[config.mk]
export PLATFORM = sky130hd
export DESIGN_NAME = seg_serial_driver_flat
export DESIGN_NICKNAME = d
export VERILOG_FILES = /design/src/rtl/seg_serial_driver_if.sv /design/src/rtl/seg_serial_driver.sv /design/src/flat_wrapper.sv
export SDC_FILE = /design/constraint.sdc
export NUM_CORES = 1
export LEC_CHECK = 0
export CORE_MARGIN = 4
export CORE_UTILIZATION = 53
export DETAILED_ROUTE_END_ITERATION = 8
export PLACE_DENSITY = 0.78
export RECOVER_POWER = 100
export SYNTH_ARGS = -nofsm -noshare
export SYNTH_HDL_FRONTEND = slang
export SYNTH_SLANG_ARGS = --single-unit
[constraint.sdc]
create_clock -name clk -period 2.2 [get_ports clk]
set_clock_uncertainty 0.05 [all_clocks]
set_input_delay 0.44 -clock clk [delete_from_list [all_inputs] [get_ports clk]]
set_output_delay 0.44 -clock clk [all_outputs]
set_load 0.005 [all_outputs]
[src/rtl/seg_serial_driver_if.sv]
// Frame-load handshake between the display register and the serial driver.
interface seg_serial_driver_if #(
  parameter int FW = 64
);
  logic          load_valid;
  logic [FW-1:0] load_data;
  logic          load_ready;
  logic          busy;

  modport master (
    output load_valid,
    output load_data,
    input  load_ready,
    input  busy
  );

  modport slave (
    input  load_valid,
    input  load_data,
    output load_ready,
    output busy
  );
endinterface

[src/rtl/seg_serial_driver.sv]
// Shifts one accepted frame MSB-first onto the 7-segment register chain; FW*2*CLK_DIV cycles per frame.
// Accepts a frame only in IDLE; load_valid during CLEAR or SHIFT is ignored, not queued.
module seg_serial_driver #(
  parameter int NUM_DIGITS = 8,
  parameter int CLK_DIV    = 4,
  parameter int CLR_CYCLES = 16
) (
  input  logic                clk,
  input  logic                rst,
  seg_serial_driver_if.slave  load,
  output logic                SEGCLK,
  output logic                SEGDT,
  output logic                SEGCLR,
  output logic                SEGEN
);

  localparam int FW  = 8 * NUM_DIGITS;
  localparam int BCW = $clog2(FW) + 1;
  localparam int HCW = $clog2(CLK_DIV) + 1;
  localparam int CCW = $clog2(CLR_CYCLES + 1) + 1;

  localparam logic [BCW-1:0] BC_LAST  = BCW'(FW - 1);
  localparam logic [HCW-1:0] HC_LAST  = HCW'(CLK_DIV - 1);
  localparam logic [CCW-1:0] CLR_LAST = CCW'(CLR_CYCLES);

  typedef enum logic [1:0] {
    ST_CLEAR = 2'd0,
    ST_IDLE  = 2'd1,
    ST_SHIFT = 2'd2
  } state_t;

  state_t          state;
  logic [CCW-1:0]  cnt;
  logic [HCW-1:0]  hc;
  logic [BCW-1:0]  bc;
  logic [FW-1:0]   sr;

  always_ff @(posedge clk or negedge rst) begin
    if (!rst) begin
      state           <= ST_CLEAR;
      cnt             <= '0;
      hc              <= '0;
      bc              <= '0;
      sr              <= '0;
      SEGCLK          <= 1'b0;
      SEGDT           <= 1'b0;
      SEGCLR          <= 1'b0;
      SEGEN           <= 1'b0;
      load.load_ready <= 1'b0;
      load.busy       <= 1'b1;
    end else begin
      case (state)
        ST_CLEAR: begin
          // cnt reaches CLR_CYCLES after that many full low cycles of SEGCLR
          if (cnt == CLR_LAST) begin
            SEGCLR          <= 1'b1;
            load.load_ready <= 1'b1;
            load.busy       <= 1'b0;
            state           <= ST_IDLE;
          end else begin
            cnt <= cnt + 1'b1;
          end
        end

        ST_IDLE: begin
          if (load.load_valid && load.load_ready) begin
            sr              <= load.load_data;
            SEGDT           <= load.load_data[FW-1];
            hc              <= '0;
            bc              <= '0;
            load.load_ready <= 1'b0;
            load.busy       <= 1'b1;
            state           <= ST_SHIFT;
          end
        end

        ST_SHIFT: begin
          if (hc != HC_LAST) begin
            hc <= hc + 1'b1;
          end else begin
            hc <= '0;
            if (!SEGCLK) begin
              SEGCLK <= 1'b1;
            end else begin
              // falling SEGCLK: data only moves while the chain clock is low
              SEGCLK <= 1'b0;
              if (bc == BC_LAST) begin
                SEGDT           <= 1'b0;
                SEGEN           <= 1'b1;
                load.load_ready <= 1'b1;
                load.busy       <= 1'b0;
                state           <= ST_IDLE;
              end else begin
                sr    <= {sr[FW-2:0], 1'b0};
                SEGDT <= sr[FW-2];
                bc    <= bc + 1'b1;
              end
            end
          end
        end

        default: state <= ST_CLEAR;
      endcase
    end
  end

endmodule

[src/flat_wrapper.sv]
// flat-port wrapper written by rule: the top's interface ports become plain ports
module seg_serial_driver_flat 
#(
  parameter int NUM_DIGITS = 8,
  parameter int CLK_DIV    = 4,
  parameter int CLR_CYCLES = 16
)
  (clk, rst, SEGCLK, SEGDT, SEGCLR, SEGEN, load_load_valid, load_load_data, load_load_ready, load_busy);
  seg_serial_driver_if #(.FW((8 * (8)))) load_i ();
  input  logic clk;
  input  logic rst;
  output logic SEGCLK;
  output logic SEGDT;
  output logic SEGCLR;
  output logic SEGEN;
  input wire logic [$bits(load_i.load_valid)-1:0] load_load_valid;
  input wire logic [$bits(load_i.load_data)-1:0] load_load_data;
  output wire logic [$bits(load_i.load_ready)-1:0] load_load_ready;
  output wire logic [$bits(load_i.busy)-1:0] load_busy;
  assign load_i.load_valid = load_load_valid;
  assign load_i.load_data = load_load_data;
  assign load_load_ready = load_i.load_ready;
  assign load_busy = load_i.busy;
  seg_serial_driver #(.NUM_DIGITS(NUM_DIGITS), .CLK_DIV(CLK_DIV), .CLR_CYCLES(CLR_CYCLES)) u_core (.clk(clk), .rst(rst), .load(load_i), .SEGCLK(SEGCLK), .SEGDT(SEGDT), .SEGCLR(SEGCLR), .SEGEN(SEGEN));
endmodule
==> summary.md <==
| Metric | Value |
|---|---|
| RePlAce Congestion | 0.826 |
| Yosys synthesis warning count | 0 |
| Setup Fix Bufs, Post-CTS | 0 |
| Crit path launch type | flop |
| Status | completed |
| Yosys reg bits | 87 |
| Commonest non-fill, non-tap cells in the layout | dfrtp_1, o21ai_0, nand3_1 |
| Mean Syn Cell Area | 10.5 sq um |
| Core footprint | 7410 sq um |
| Site Rows | 31 |
| Max Cap Viol | 0 |
| GRT Total Usage | 20.0% |
| XOR/XNOR Fraction of Synth Area | 1.27% |
| Final setup viols | 0 |
| Power Density | 1120 nW/um^2 |
| Worst rel slew slack | 32.5% |
| Routed Antenna Nets | 0 |
| Largest net degree at the start of global routing | 70 |
| Synth unique cells | 41 |
| Placed instance count | 544 |
| Flop pwr share | 45.0% |
| Initial drt markers | 227 |
| Worst-margin pin slew | 1010 ps |
| DRC viols | 0 |
| CTS clk-pin slew, worst paths | 80 ps |
| Synth Flop Type | dfrtp_1 |
| Vias | 3175 |
| Syn Inst Count | 393 |
| Worst R2R Start | u_core.bc[0] |
| Synth area leaders | dfrtp_1, mux2i_1, o21ai_0 |
| CTS Buffer Depth | 2 |
| F_max | 0.493 GHz |
| Synth-to-layout area growth | 25.1% |
| Fraction of layout cells with a size suffix above 1 | 6.72% |
| Ports | 73 |
| Leakage | 2.18 nW |
| Root buffer cell | clkbuf_8 |
| H-Tree Depth | 3 |
| DRT Pass-1 Iters | 5 |
| Hold Crit Class | in2async |
| Slew Viols, Final | 0 |
| Compound-Gate Fraction of Synth Area | 12.1% |
| Critical Path AT | 2200 ps |
| Diodes inserted | 0 |
| Comb power frac | 32.0% |
| Final min period | 2030 ps |
| Post-DR vias/cell | 5.67 |
| Area post-placement | 4960 sq um |
| Overall Power | 5.79 mW |
| NetSw | 1.90 mW |
| Nets | 527 |
| EDFF count, synth | 0 |
| Main combinational cell family by area after synthesis | multiplexers |
| Clock latency at the later pin of the worst-skew pair | 350 ps |
| # clock sinks | 87 |
| Multiplexer share of the synthesized area | 15.3% |
| Final Hold Fails | 0 |
| Largest area contributor in the netlist | dfrtp_1 |
| Critical Path RT | 2370 ps |
| Die width | 96.4 microns |
| WL/cell | 15.7 microns |
| Die H | 96.4 microns |
| Final Instance Count excl. Fillers | 560 |
| Fin area | 5180 sq um |
| CTS tree | done |
| Die area | 9290 sq um |
| Initial Util | 55.9% |
| DP Worst Slack | 259 ps |
| Synth top area share | 52.0% |
| Post-synthesis simple-gate area fraction | 13.4% |
| Vias in the first global route | 3084 |
| Internal | 3.89 mW |
| Setup crit end kind | flop |
| Adder-cell share of the synthesized area | 1.21% |
| Num CTS Buffers | 9 |
| Clock Power Share | 23.1% |
| CTS resizes | 0 |
| Hpwl dp | 5.91 mm |
| Switching Fraction | 32.8% |
| Mapped cell area | 4140 sq um |
| CP Class | reg2reg |
| CP Max Fanout | 27 |
| Setup TNS | 0 ps |
| CTS Hold Bufs | 0 |
| Post-synthesis sequential area ratio | 52.6% |
| Post-Syn Nets | 464 |
| RSZ-0062 raised after global routing | no |
| Worst VDD drop | 0.460 mV |
| First-pass GRT wire length | 14.4 mm |
| Crit. Startpoint | u_core.bc[0] |
| Routed WL | 8.79 mm |
| I/O Buffers | 72 |
| Tcrit/Tclk final | 92.3% |
| Setup slack after layout | 170 ps |
| Initial antenna violation count | 0 |
| Async set-reset flop share out of synthesis | 100% |
| Grt ovf | 0 |
| Most common cell after layout, fill and taps aside | dfrtp_1 |
## stage by stage
step / utilization (%) / hold slack [ps]
2_1_floorplan: - / 94.4
3_3_place_gp: 67.0 / 393
3_5_place_dp: 67.0 / 405
4_1_cts: 70.3 / 19.5
5_1_grt: 69.9 / 271
6_report: 69.9 / 206
## critical path, stage by stage (launching register included)
cell and delay (ps):
dfrtp_1 410, ha_1 240, nand4b_1 210, o211ai_4 230, and2_4 350, clkbuf_2 270, o21ai_0 140
## metal layers
metal | up-vias | wire (microns) | track usage [%]
li1 | 1541 | - | -
met1 | 1552 | 4090 | 28.3
met2 | 78 | 4240 | 31.4
met3 | 4 | 416 | 4.18
met4 | 0 | 48 | 5.96
met5 | - | 0 | 0
## power groups by stage
stage	logic, mW	clock network (mW)	registers [mW]
after global routing	2.11	1.43	2.68
after global placement	1.81	0	2.60
after detailed placement	1.90	0	2.63
after floorplan	1.39	0	2.51
after CTS	1.90	1.37	2.60
final	1.85	1.34	2.60
## flip-flops by register name, summed over array words and instances (netlist names), 2 cells and up
| register | count |
|---|---|
| u_core.bc | 7 |
| u_core.hc | 3 |
| u_core.sr | 63 |
| u_core.cnt | 6 |
| u_core.state | 2 |
## area by class of cell
cell class | instances | area (sq um)
Clock inverter | 6 | 108
Sequential cell | 87 | 2180
Multi-Input combinational cell | 272 | 1800
Fill cell | 575 | 2230
Timing Repair Buffer | 82 | 813
Clock buffer | 10 | 138
Tap cell | 99 | 124
Inverter | 4 | 15.0
## cell usage after synthesis, types with 2 or more instances
library cell and number:
clkbuf_2 5, nand2_1 17, xnor2_1 4, and3_1 2
mux2i_1 62, a21oi_1 2, ha_1 4, nand3_1 67
o22a_1 4, nor2b_1 2, inv_1 4, clkbuf_1 11
o21a_1 2, buf_6 2, dfrtp_1 86, buf_2 9
nor2_1 5, o21ai_0 73, nand2b_1 3, buf_4 3
a22oi_1 2, xor2_1 2, nand4_1 2, a21o_1 2
a31oi_1 2
## kinds of logic (layout without fill, tap and decap cells)
kind of cell    count (synthesis)  after routing
compound gates                 91             91
mux                            63             63
xor+xnor                        6              6
simple gates                  108            108
fa+ha+maj                       4              4
buf+inv                        34            102
flops                          87             87
## worst paths after layout
kind | slack, ps | endpoint | cells after the start
setup reg to reg | 170 | u_core.sr[57] | 6
min in group clk | 410 | u_core.SEGCLR | 1
hold / removal | 210 | u_core.sr[4] | 1
max in group asynchronous | 480 | u_core.sr[29] | 2
hold reg to reg | 410 | u_core.SEGCLR | 1
setup / recovery | 170 | u_core.sr[57] | 6
No activity file was read; power rests on OpenSTA's default activity.
